## config.mk

```make
export PLATFORM = sky130hd
export DESIGN_NAME = register_file_flat
export DESIGN_NICKNAME = d
export VERILOG_FILES = /design/src/rtl/register_file_if.sv /design/src/rtl/register_file.sv /design/src/flat_wrapper.sv
export SDC_FILE = /design/constraint.sdc
export NUM_CORES = 1
export LEC_CHECK = 0
export BUFFER_PORTS_ARGS = -buffer_cell sky130_fd_sc_hd__buf_4
export CORE_ASPECT_RATIO = 0.7
export CORE_MARGIN = 2
export CORE_UTILIZATION = 40
export CTS_CLUSTER_DIAMETER = 40
export DETAILED_ROUTE_END_ITERATION = 12
export SYNTH_ARGS = -nofsm -noshare
export SYNTH_HDL_FRONTEND = slang
export SYNTH_SLANG_ARGS = --single-unit
```

## constraint.sdc

```tcl
create_clock -name clk -period 1.3 [get_ports clk]
set_input_delay 0.065 -clock clk [delete_from_list [all_inputs] [get_ports clk]]
set_output_delay 0.065 -clock clk [all_outputs]
set_load 0.01 [all_outputs]
```

## src/rtl/register_file_if.sv

```systemverilog
// Bus bundle for register_file: write port, two read addresses and the registered read data.
interface register_file_if #(
  parameter int unsigned WIDTH = 8,
  parameter int unsigned DEPTH = 8
);
  localparam int unsigned AW = $clog2(DEPTH);

  logic             clr;
  logic             w;
  logic [AW-1:0]    waddr;
  logic [WIDTH-1:0] d;
  logic [AW-1:0]    raddr_a;
  logic [AW-1:0]    raddr_b;
  logic [WIDTH-1:0] qa;
  logic [WIDTH-1:0] qb;

  modport master (
    output clr, w, waddr, d, raddr_a, raddr_b,
    input  qa, qb
  );

  modport slave (
    input  clr, w, waddr, d, raddr_a, raddr_b,
    output qa, qb
  );
endinterface

```

## src/rtl/register_file.sv

```systemverilog
// Two-read/one-write register file with registered outputs and synchronous clear.
// Define REGISTER_FILE_BYPASS_EN for write-through on a same-edge read of the written address.
module register_file #(
  parameter int unsigned WIDTH    = 8,
  parameter int unsigned DEPTH    = 8,
  parameter bit          ZERO_REG = 1'b1
) (
  input logic            clk,
  input logic            rst_n,
  register_file_if.slave bus
);
  localparam int unsigned AW = $clog2(DEPTH);

`ifdef REGISTER_FILE_BYPASS_EN
  localparam bit BYPASS = 1'b1;
`else
  localparam bit BYPASS = 1'b0;
`endif

  logic [WIDTH-1:0] mem [DEPTH];
  logic [WIDTH-1:0] qa_q, qb_q;
  logic [WIDTH-1:0] qa_d, qb_d;
  logic             we;

  // Widened compare so non-power-of-two depths are checked without constant-fold warnings.
  function automatic logic in_range(input logic [AW-1:0] a);
    return 32'(a) < DEPTH;
  endfunction

  function automatic logic readable(input logic [AW-1:0] a);
    return in_range(a) && !(ZERO_REG && (a == '0));
  endfunction

  always_comb begin
    we   = bus.w && !bus.clr && readable(bus.waddr);
    qa_d = '0;
    qb_d = '0;
    if (!bus.clr && readable(bus.raddr_a)) begin
      if (BYPASS && we && (bus.raddr_a == bus.waddr)) qa_d = bus.d;
      else                                             qa_d = mem[bus.raddr_a];
    end
    if (!bus.clr && readable(bus.raddr_b)) begin
      if (BYPASS && we && (bus.raddr_b == bus.waddr)) qb_d = bus.d;
      else                                             qb_d = mem[bus.raddr_b];
    end
  end

  always_ff @(posedge clk or negedge rst_n) begin
    if (!rst_n) begin
      qa_q <= '0;
      qb_q <= '0;
      for (int unsigned i = 0; i < DEPTH; i++) mem[i] <= '0;
    end else begin
      qa_q <= qa_d;
      qb_q <= qb_d;
      if (bus.clr) begin
        for (int unsigned i = 0; i < DEPTH; i++) mem[i] <= '0;
      end else if (we) begin
        mem[bus.waddr] <= bus.d;
      end
    end
  end

  assign bus.qa = qa_q;
  assign bus.qb = qb_q;
endmodule

```

## src/flat_wrapper.sv

```systemverilog
// flat-port wrapper written by rule: the top's interface ports become plain ports
module register_file_flat 
#(
  parameter int unsigned WIDTH    = 8,
  parameter int unsigned DEPTH    = 8,
  parameter bit          ZERO_REG = 1'b1
)
  (clk, rst_n, bus_clr, bus_w, bus_waddr, bus_d, bus_raddr_a, bus_raddr_b, bus_qa, bus_qb);
  register_file_if #(.WIDTH(WIDTH), .DEPTH(DEPTH)) bus_i ();
  input logic clk;
  input logic rst_n;
  input wire logic [$bits(bus_i.clr)-1:0] bus_clr;
  input wire logic [$bits(bus_i.w)-1:0] bus_w;
  input wire logic [$bits(bus_i.waddr)-1:0] bus_waddr;
  input wire logic [$bits(bus_i.d)-1:0] bus_d;
  input wire logic [$bits(bus_i.raddr_a)-1:0] bus_raddr_a;
  input wire logic [$bits(bus_i.raddr_b)-1:0] bus_raddr_b;
  output wire logic [$bits(bus_i.qa)-1:0] bus_qa;
  output wire logic [$bits(bus_i.qb)-1:0] bus_qb;
  assign bus_i.clr = bus_clr;
  assign bus_i.w = bus_w;
  assign bus_i.waddr = bus_waddr;
  assign bus_i.d = bus_d;
  assign bus_i.raddr_a = bus_raddr_a;
  assign bus_i.raddr_b = bus_raddr_b;
  assign bus_qa = bus_i.qa;
  assign bus_qb = bus_i.qb;
  register_file #(.WIDTH(WIDTH), .DEPTH(DEPTH), .ZERO_REG(ZERO_REG)) u_core (.clk(clk), .rst_n(rst_n), .bus(bus_i));
endmodule
```

* After elaboration in Yosys (flattened, before gate mapping)
Index checks and enable logic that the tools add are counted.
Storage, ports and cells: register bits after elaboration 80, bits in latches 0, bits in writable memories 0, memory bits (read-only) 0, input port bits 21, logic and storage cells 43, memories kept 0
Operators by class: $add $sub $neg 0, multiply operators 0, divide/modulo/power cells 0, order comparisons 4, eq/ne operators 0, shift operators 0, muxes and demuxes 13, bitwise logic cells 3, reduce and logical (&&, ||, !) cells 13
Operator list (number):
- $mux W64 | 2
- $bwmux W64 | 1
- $mux W8 | 7
- $bmux W8 S3 | 2
- $demux W8 S3 | 1
- $ge A4 B4 Y1 const B | 3
- $not A3 Y4 | 3
- $logic_not A3 Y1 | 3
- $logic_and A1 B1 Y1 | 5
- $logic_not A1 Y1 | 4
- $lt A4 B1 Y1 const B | 1
- $reduce_bool A2 Y1 | 1

* Logic depth before layout (Yosys ltp)
Gate-level depths: netlist of run 1.
depth after elaboration 8, mapped depth 5, depth with buffers taken out 3

* Least setup slack after synthesis of run 1
No wires, ideal clock.
path kind reg-to-reg, from register u_core.mem[6] in the netlist's numbering, to register u_core.qa_q[6] (netlist: u_core.bus.qa[6]), data arrival time 1.010 ns, required time 1.146 ns, slack 0.136 ns, cell stages (with the launch flop) 4, buffers on the path 0, cell sequence dfrtp_1 > mux4_2 > nor2b_1 > a2111oi_2
On the way: word-level cells in the longest chain between the ends 4
RTL lines:
- start, declared | RTL line register_file.sv:20 | logic [WIDTH-1:0] mem [DEPTH];
- start signal, assigned by index | RTL line register_file.sv:59 | mem[bus.waddr] <= bus.d;
- $bmux W8 S3 | RTL line register_file.sv:40 | else qa_d = mem[bus.raddr_a];
- $mux W8 (not written as such) (2 in series) | RTL line register_file.sv:40
- $mux W8 | RTL line register_file.sv:38 | if (!bus.clr && readable(bus.raddr_a)) begin
- via u_core.qa_d[6] | RTL line register_file.sv:22 | logic [WIDTH-1:0] qa_d, qb_d;
- end signal, assigned | RTL line register_file.sv:54 | qa_q <= qa_d;
- end, declared | RTL line register_file.sv:21 | logic [WIDTH-1:0] qa_q, qb_q;
The timed path passes the listed nets, and every way through them passes these cells. The select of a mux whose other input is x is not followed. A chain may end at the register's enable or synchronous reset.

* Worst setup path after layout of run 1
from register u_core.mem[26] in the netlist's numbering, to register u_core.qb_q[2] (netlist: u_core.bus.qb[2])
On the way: word-level cells in the longest chain between the ends 4
RTL lines:
- $bmux W8 S3 | RTL line register_file.sv:44 | else qb_d = mem[bus.raddr_b];
- $mux W8 (not written as such) (2 in series) | RTL line register_file.sv:44
- $mux W8 | RTL line register_file.sv:42 | if (!bus.clr && readable(bus.raddr_b)) begin
- via u_core.qb_d[2] | RTL line register_file.sv:22
- end signal, assigned | RTL line register_file.sv:55 | qb_q <= qb_d;
- end, declared | RTL line register_file.sv:21
The timed path passes the listed nets, and every way through them passes these cells. The select of a mux whose other input is x is not followed.

==> metrics.cfg, run 1 <==
[worst_setup_path]
worstReg2RegStart = u_core.mem[26]
reg2reg_slack_ns = 0.02
critical_path_class = flip-flop to flip-flop
critPathTopFamily = multiplexers
critical-path-max-stage-delay_ns = 0.47
arrival_ns = 1.42
cp_max_fo = 3
cp-end-kind = flip-flop
slowest_stage = mux4_2
r2r_end = u_core.bus.qb[2]
ff2ff_path_depth = 3
crit_required_ns = 1.45
crit_path_start_kind = flip-flop
critPathBufInv = 0
cp_cell_sequence = mux4_2, nor2b_1, a2111oi_0

[placed_design]
place_congestion = 0.864
placed_area_um2 = 4280
dp_hpwl_um = 6910
portBuffers = 36
placed_cells = 499
preCtsSetupSlack_ns = -0.0700

[floorplan]
num_rows = 29
start_util_pct = 41.6
die_h_um = 85.6
die_area_um2 = 10300
io_pins = 37
core_area_um2 = 9140
die_x_um = 121

[hold_path]
hp-class = primary input to flip-flop
holdPathEnd = u_core.mem[34]
min_path_cells = 3
hp-start = bus_d[2]

[synthesis]
yosysUniqueCellTypes = 22
synth_area_um2 = 3800
netlist_instances = 341
synth_fp_nets = 362
synth-seq-area-share_pct = 47.4
yosys_warnings = 0
synth.ff_latch_count = 72
postSynthAreaPerCell_um2 = 11.2

[clock_network]
clkTransAtPathRegs_ns = 0.06
cts.root.buffer_cell = clkbuf_16
clock_sinks = 72
clock_latency_ns = 0.33
cts_max_path_buffers = 2
cts_max_level = 3
numCtsBuffers = 9
cts_tree = built

[final_layout]
finalNonFillerCells = 517
layout_common_cells = dfrtp_1, buf_4, nand2_1, mux2i_1, a21oi_1
final_area_um2 = 4640
drive_gt1_share_pct = 29.8
areaGrowthSynthToFinish_pct = 21.9
final_common_cell = dfrtp_1
nets = 409
final_core_util_pct = 50.7
diodes = 0

[sta]
finalCritPeriodShare_pct = 98.4
fin_setup_tns_ns = 0
fin_crit_ns = 1.28
hold_viol_final = 0
drv_slew = 0
setup_slack_ns = 0.0211
setup_viol = 0
fmax_mhz = 782
max_slew_margin_pct = 33.3
fin_skew_ns = 0.00454
tightest_slew_ns = 0.998
rsz0062_at_grt = yes

[routing]
drt_iter0_drc = 154
postRouteAntennaNets = 0
wl_um = 10300
first_pass_iters = 4
vias_per_cell = 5.49
vias = 2839
wl_per_cell_um = 19.9
remaining_drc_errors = 0

[grt]
grt.total_usage_pct = 21.7
antenna_found_initial = 0
gr-total-overflow = 0
grt_max_degree = 50
grt_pass1_wl_um = 16500
grt_pass1_vias = 2891

[run]
cap_violations = 0

[status]
outcome = finished clean

[power]
ir_drop_mv = 0.777
p_per_area_nw_per_um2 = 1220
leakage_nw = 1.97

==> registers in the layout, indices dropped and copies added, names as in the netlist <==
register       flops
u_core.bus.qa      8
u_core.bus.qb      8
u_core.mem        56
==> worst register-to-register path, delay by kind of cell, from the launching register on <==
family,cells,cell delay [ns]
compound gates,1,0.08
simple gates,1,0.14
mux,1,0.47
flops,1,0.40
==> repair_timing <==
action / in CTS / in global routing
hold buffers: 1 / 0
endpoints found under the setup margin: 1 / 13
endpoints found under the hold margin: 54 / 0
gates resized for setup: 1 / 23
setup buffers: 0 / 1
==> worst max-delay path by stage <==
stage / from / endpoint / slack, ns / cells after the start
3_3_place_gp: bus_raddr_b[1] / u_core.bus.qb[3] / -0.08 / 3
4_1_cts: u_core.mem[3] / u_core.bus.qa[3] / 0.003 / 3
3_5_place_dp: bus_raddr_b[1] / u_core.bus.qb[3] / -0.07 / 3
5_1_grt: u_core.mem[26] / u_core.bus.qa[2] / -0.04 / 3
2_1_floorplan: u_core.mem[6] / u_core.bus.qa[6] / 0.14 / 3
6_report: u_core.mem[26] / u_core.bus.qb[2] / 0.02 / 3
==> area by class of cell <==
| type | instances | area (um2) |
|---|---|---|
| clock inverters | 5 | 78.8 |
| clock buffers | 11 | 253 |
| multi-input cells | 237 | 1820 |
| fillers | 839 | 4510 |
| flip-flops and latches | 72 | 1800 |
| repair buffers | 68 | 526 |
| well taps | 124 | 155 |
==> report_power, final <==
group,leakage [nW],internal (W),total [W],switching (W)
clock network,0.165,0.00178,0.00270,0.000924
registers,0.990,0.00230,0.00234,0.0000379
logic,0.816,0.000267,0.000623,0.000356
==> metal layers <==
metal  part of all wire (%)  up-vias  wire length, um  GRT usage, %
li1                       -     1322                -             -
met1                     46     1423             4760          32.5
met2                     45       85             4660          31.3
met3                    7.4        9              763          5.52
met4                   0.91        0               94          6.03
met5                      0        -                0             0
==> synth_stat cells <==
cell / number / area share, %
a2111oi_0: 10 / 2.3
a2111oi_2: 6 / 2.4
a211oi_1: 16 / 3.2
a21oi_1: 32 / 4.2
and4_1: 1 / 0.23
and4b_1: 3 / 0.79
buf_1: 2 / 0.20
buf_12: 2 / 1.1
buf_2: 8 / 1.1
buf_4: 6 / 1.2
buf_6: 2 / 0.59
clkbuf_1: 12 / 1.2
dfrtp_1: 72 / 47
mux2i_1: 40 / 11
mux4_1: 10 / 6.9
mux4_2: 6 / 3.6
nand2_1: 64 / 6.3
nand4_1: 1 / 0.16
nand4b_1: 3 / 0.69
nor2_1: 24 / 2.4
nor2b_1: 18 / 3.0
nor4bb_1: 3 / 0.79
==> stage by stage <==
stage | power [W] | hold slack, ns
2_1_floorplan | 0.00270 | -0.231
3_3_place_gp | 0.00298 | -0.00812
3_5_place_dp | 0.00299 | -0.00811
4_1_cts | 0.00572 | 0.00568
5_1_grt | 0.00591 | 0.0125
6_report | 0.00567 | 0.0167
==> logic make-up after synthesis <==
kind of cell	share of synthesized area (%)
flip-flops	47.4
multiplexers	21.0
AO/OA/AOI/OAI	12.0
AND/OR/NAND/NOR	14.3
buffers and inverters	5.26
No activity file was read; power rests on OpenSTA's default activity.
==> run 2, diff against run 1 <==
--- a/config.mk
+++ b/config.mk
@@ -7,7 +7,7 @@
 export LEC_CHECK = 0
 export BUFFER_PORTS_ARGS = -buffer_cell sky130_fd_sc_hd__buf_4
 export CORE_ASPECT_RATIO = 0.7
-export CORE_MARGIN = 2
+export CORE_MARGIN = 3
 export CORE_UTILIZATION = 40
 export CTS_CLUSTER_DIAMETER = 40
 export DETAILED_ROUTE_END_ITERATION = 12
==> constraint.sdc (replaced) <==
create_clock -name clk -period 1.3 [get_ports clk]
set_input_delay 0.26 -clock clk [delete_from_list [all_inputs] [get_ports clk]]
set_output_delay 0.26 -clock clk [all_outputs]
set_load 0.01 [all_outputs]
==> run 2 against run 1 <==
Setup slack worse by 0.0041 ns. Clock power down 17%. Sequential power about the same. Power fell by 7.8%. Die area up 4.0%. First-iteration DRC count fell by 8.4%. Sequential share of layout area shrank 0.52 points. Final cell count is 2.1% higher. Critical path type unchanged. Highest routed layer unchanged.
==> metrics.cfg, run 2 (synthesis results as in run 1) <==
[clock_network]
clkTransAtPathRegs_ns = 0.05  ; about the same
numCtsBuffers = 9  ; unchanged
cts.root.buffer_cell = clkbuf_16
cts_tree = built
cts_max_level = 3  ; unchanged
cts_max_path_buffers = 2  ; unchanged
clock_sinks = 72  ; unchanged
clock_latency_ns = 0.34  ; about the same

[sta]
rsz0062_at_grt = yes
max_slew_margin_pct = 36.4  ; +3.0 points
drv_slew = 0  ; unchanged
setup_viol = 0  ; unchanged
fmax_mhz = 779  ; -0.32%
tightest_slew_ns = 0.952  ; -0.0456 ns
fin_skew_ns = 0.00471  ; +0.000165 ns
hold_viol_final = 0  ; unchanged
fin_setup_tns_ns = 0  ; unchanged
fin_crit_ns = 1.28  ; +0.00415 ns
finalCritPeriodShare_pct = 98.7  ; +0.32 points

[power]
p_int_w = 0.00393  ; -9.6%
total_power_w = 0.00523  ; -7.8%
combPwrFrac_pct = 12.3  ; +1.3 points
power_switching_w = 0.00129  ; -1.8%
ir_drop_mv = 0.782  ; +0.66%
swShare_pct = 24.8  ; +1.5 points
power_frac_clock_pct = 42.9  ; -4.8 points
pwr-share-seq_pct = 44.8  ; +3.5 points
p_per_area_nw_per_um2 = 1110  ; -9.0%
leakage_nw = 2.01  ; +1.7%

[routing]
drt_iter0_drc = 141  ; -8.4%
remaining_drc_errors = 0  ; unchanged
wl_um = 10200  ; -0.87%
vias_per_cell = 5.47  ; -0.36%
vias = 2889  ; +1.8%
postRouteAntennaNets = 0  ; unchanged
wl_per_cell_um = 19.3  ; -2.9%
first_pass_iters = 4  ; unchanged

[floorplan]
num_rows = 29  ; unchanged
io_pins = 37  ; unchanged
die_x_um = 123  ; +1.7%
core_area_um2 = 9140  ; unchanged
start_util_pct = 41.6  ; unchanged
die_area_um2 = 10700  ; +4.0%
die_h_um = 87.6  ; +2.3%

[final_layout]
final_common_cell = buf_4
multi_input_area_um2 = 1820  ; -0.34%
layout.area.seq_um2 = 1800  ; unchanged
areaGrowthSynthToFinish_pct = 23.6
final_area_um2 = 4700  ; +1.3%
layout_common_cells = buf_4, dfrtp_1, nand2_1, mux2i_1, a21oi_1
nets = 420  ; +2.7%
drive_gt1_share_pct = 30.4  ; +0.67 points
finalNonFillerCells = 528  ; +2.1%
diodes = 0  ; unchanged
largest_register_ffs = 56  ; unchanged
regMostFlops = u_core.mem
fill_cells = 874  ; +4.2%

[worst_setup_path]
crit_path_start_kind = flip-flop
critical_path_class = flip-flop to flip-flop
crit_required_ns = 1.49  ; +0.04 ns
cp-startpoint = u_core.mem[30]
cp-end-kind = flip-flop
arrival_ns = 1.47  ; +0.05 ns
worstReg2RegStart = u_core.mem[30]
cp_max_fo = 3  ; unchanged
endpoint = u_core.bus.qa[6]
reg2reg_slack_ns = 0.02  ; about the same
r2r_end = u_core.bus.qa[6]
ff2ff_path_depth = 3  ; unchanged

[grt]
grt_pass1_vias = 2954  ; +2.2%
met1_usage_pct = 29.5  ; -3.1 points
grt_max_degree = 62  ; +24%
grt_use_met2_pct = 32.2  ; +0.92 points
antenna_found_initial = 0  ; unchanged
grt.total_usage_pct = 21.0  ; -0.72 points
grtUsageMet3_pct = 6.33  ; +0.81 points
grt_pass1_wl_um = 16700  ; +1.5%
top_usage_layer = met2
gr-total-overflow = 0  ; unchanged

[hold_path]
hp-class = primary input to flip-flop

[placed_design]
place_congestion = 0.816  ; -5.5%
portBuffers = 36  ; unchanged
placed_cells = 508  ; +1.8%
dp_hpwl_um = 6810  ; -1.5%
placed_area_um2 = 4400  ; +2.7%

[run]
cap_violations = 0  ; unchanged

[status]
outcome = finished clean

-- run 2: cell types whose count changed in the layout (fill, tap and decap cells not counted), moves of 2 or more --
cell / change
a2111oi_1: +2
buf_12: +4
buf_4: +7
bufinv_16: -2
clkbuf_1: +3
-- run 2: what timing repair did --
item / 4_1_cts / 5_1_grt
endpoints found under the hold margin: 11 / 0
pin swaps: 0 / 1
gates cloned: 0 / 0
setup buffers: 1 / 2
gates resized for setup: 4 / 19
endpoints found under the setup margin: 3 / 13
hold buffers: 1 / 0
-- run 2: worst min path at each step --
| stage | start | to | slack (ns) | cells after the start |
|---|---|---|---|---|
| after floorplan | rst_n | u_core.bus.qa[0] | -0.04 | 0 |
| after global placement | rst_n | u_core.mem[42] | 0.12 | 1 |
| after detailed placement | rst_n | u_core.mem[42] | 0.11 | 1 |
| after CTS | bus_d[0] | u_core.mem[0] | 0.20 | 3 |
| after global routing | bus_d[7] | u_core.mem[7] | 0.20 | 3 |
| final | bus_d[0] | u_core.mem[8] | 0.21 | 3 |
-- run 2: cell type report --
cell class                      instances  area share, %
Multi-Input combinational cell        237           38.6
Sequential cell                        72           38.3
Timing Repair Buffer                   79           14.0
Clock buffer                           13           5.33
Tap cell                              124           3.30
Clock inverter                          3          0.373
-- run 2: power by group through the flow --
stage | Combinational [W] | Sequential [W] | Clock (W)
after floorplan | 0.000320 | 0.00238 | 0
after global placement | 0.000622 | 0.00238 | 0
after detailed placement | 0.000626 | 0.00238 | 0
after CTS | 0.000634 | 0.00234 | 0.00230
after global routing | 0.000703 | 0.00235 | 0.00239
final | 0.000640 | 0.00234 | 0.00224
-- run 2: stage by stage --
| stage | hold slack, ns | setup WS [ns] | util (%) |
|---|---|---|---|
| 2_1_floorplan | -0.0356 | -0.0199 | - |
| 3_3_place_gp | 0.115 | -0.234 | 48.1 |
| 3_5_place_dp | 0.114 | -0.255 | 48.1 |
| 4_1_cts | 0.199 | 0.00558 | 51.1 |
| 5_1_grt | 0.199 | -0.00978 | 51.4 |
| 6_report | 0.206 | 0.0170 | 51.4 |
-- run 2: routing by layer --
layer | routed length, um | share of wire, % | up-vias
met3 | 610 | 6.0 | 11
met5 | 0 | 0 | -
li1 | - | - | 1351
met2 | 4680 | 46 | 70
met1 | 4800 | 47 | 1457
met4 | 107 | 1.0 | 0
-- run 2: worst max-delay path: stages, from the launching register on --
cell and delay [ns]:
dfrtp_1 0.42, mux4_2 0.47, nor2b_1 0.19, a2111oi_2 0.06
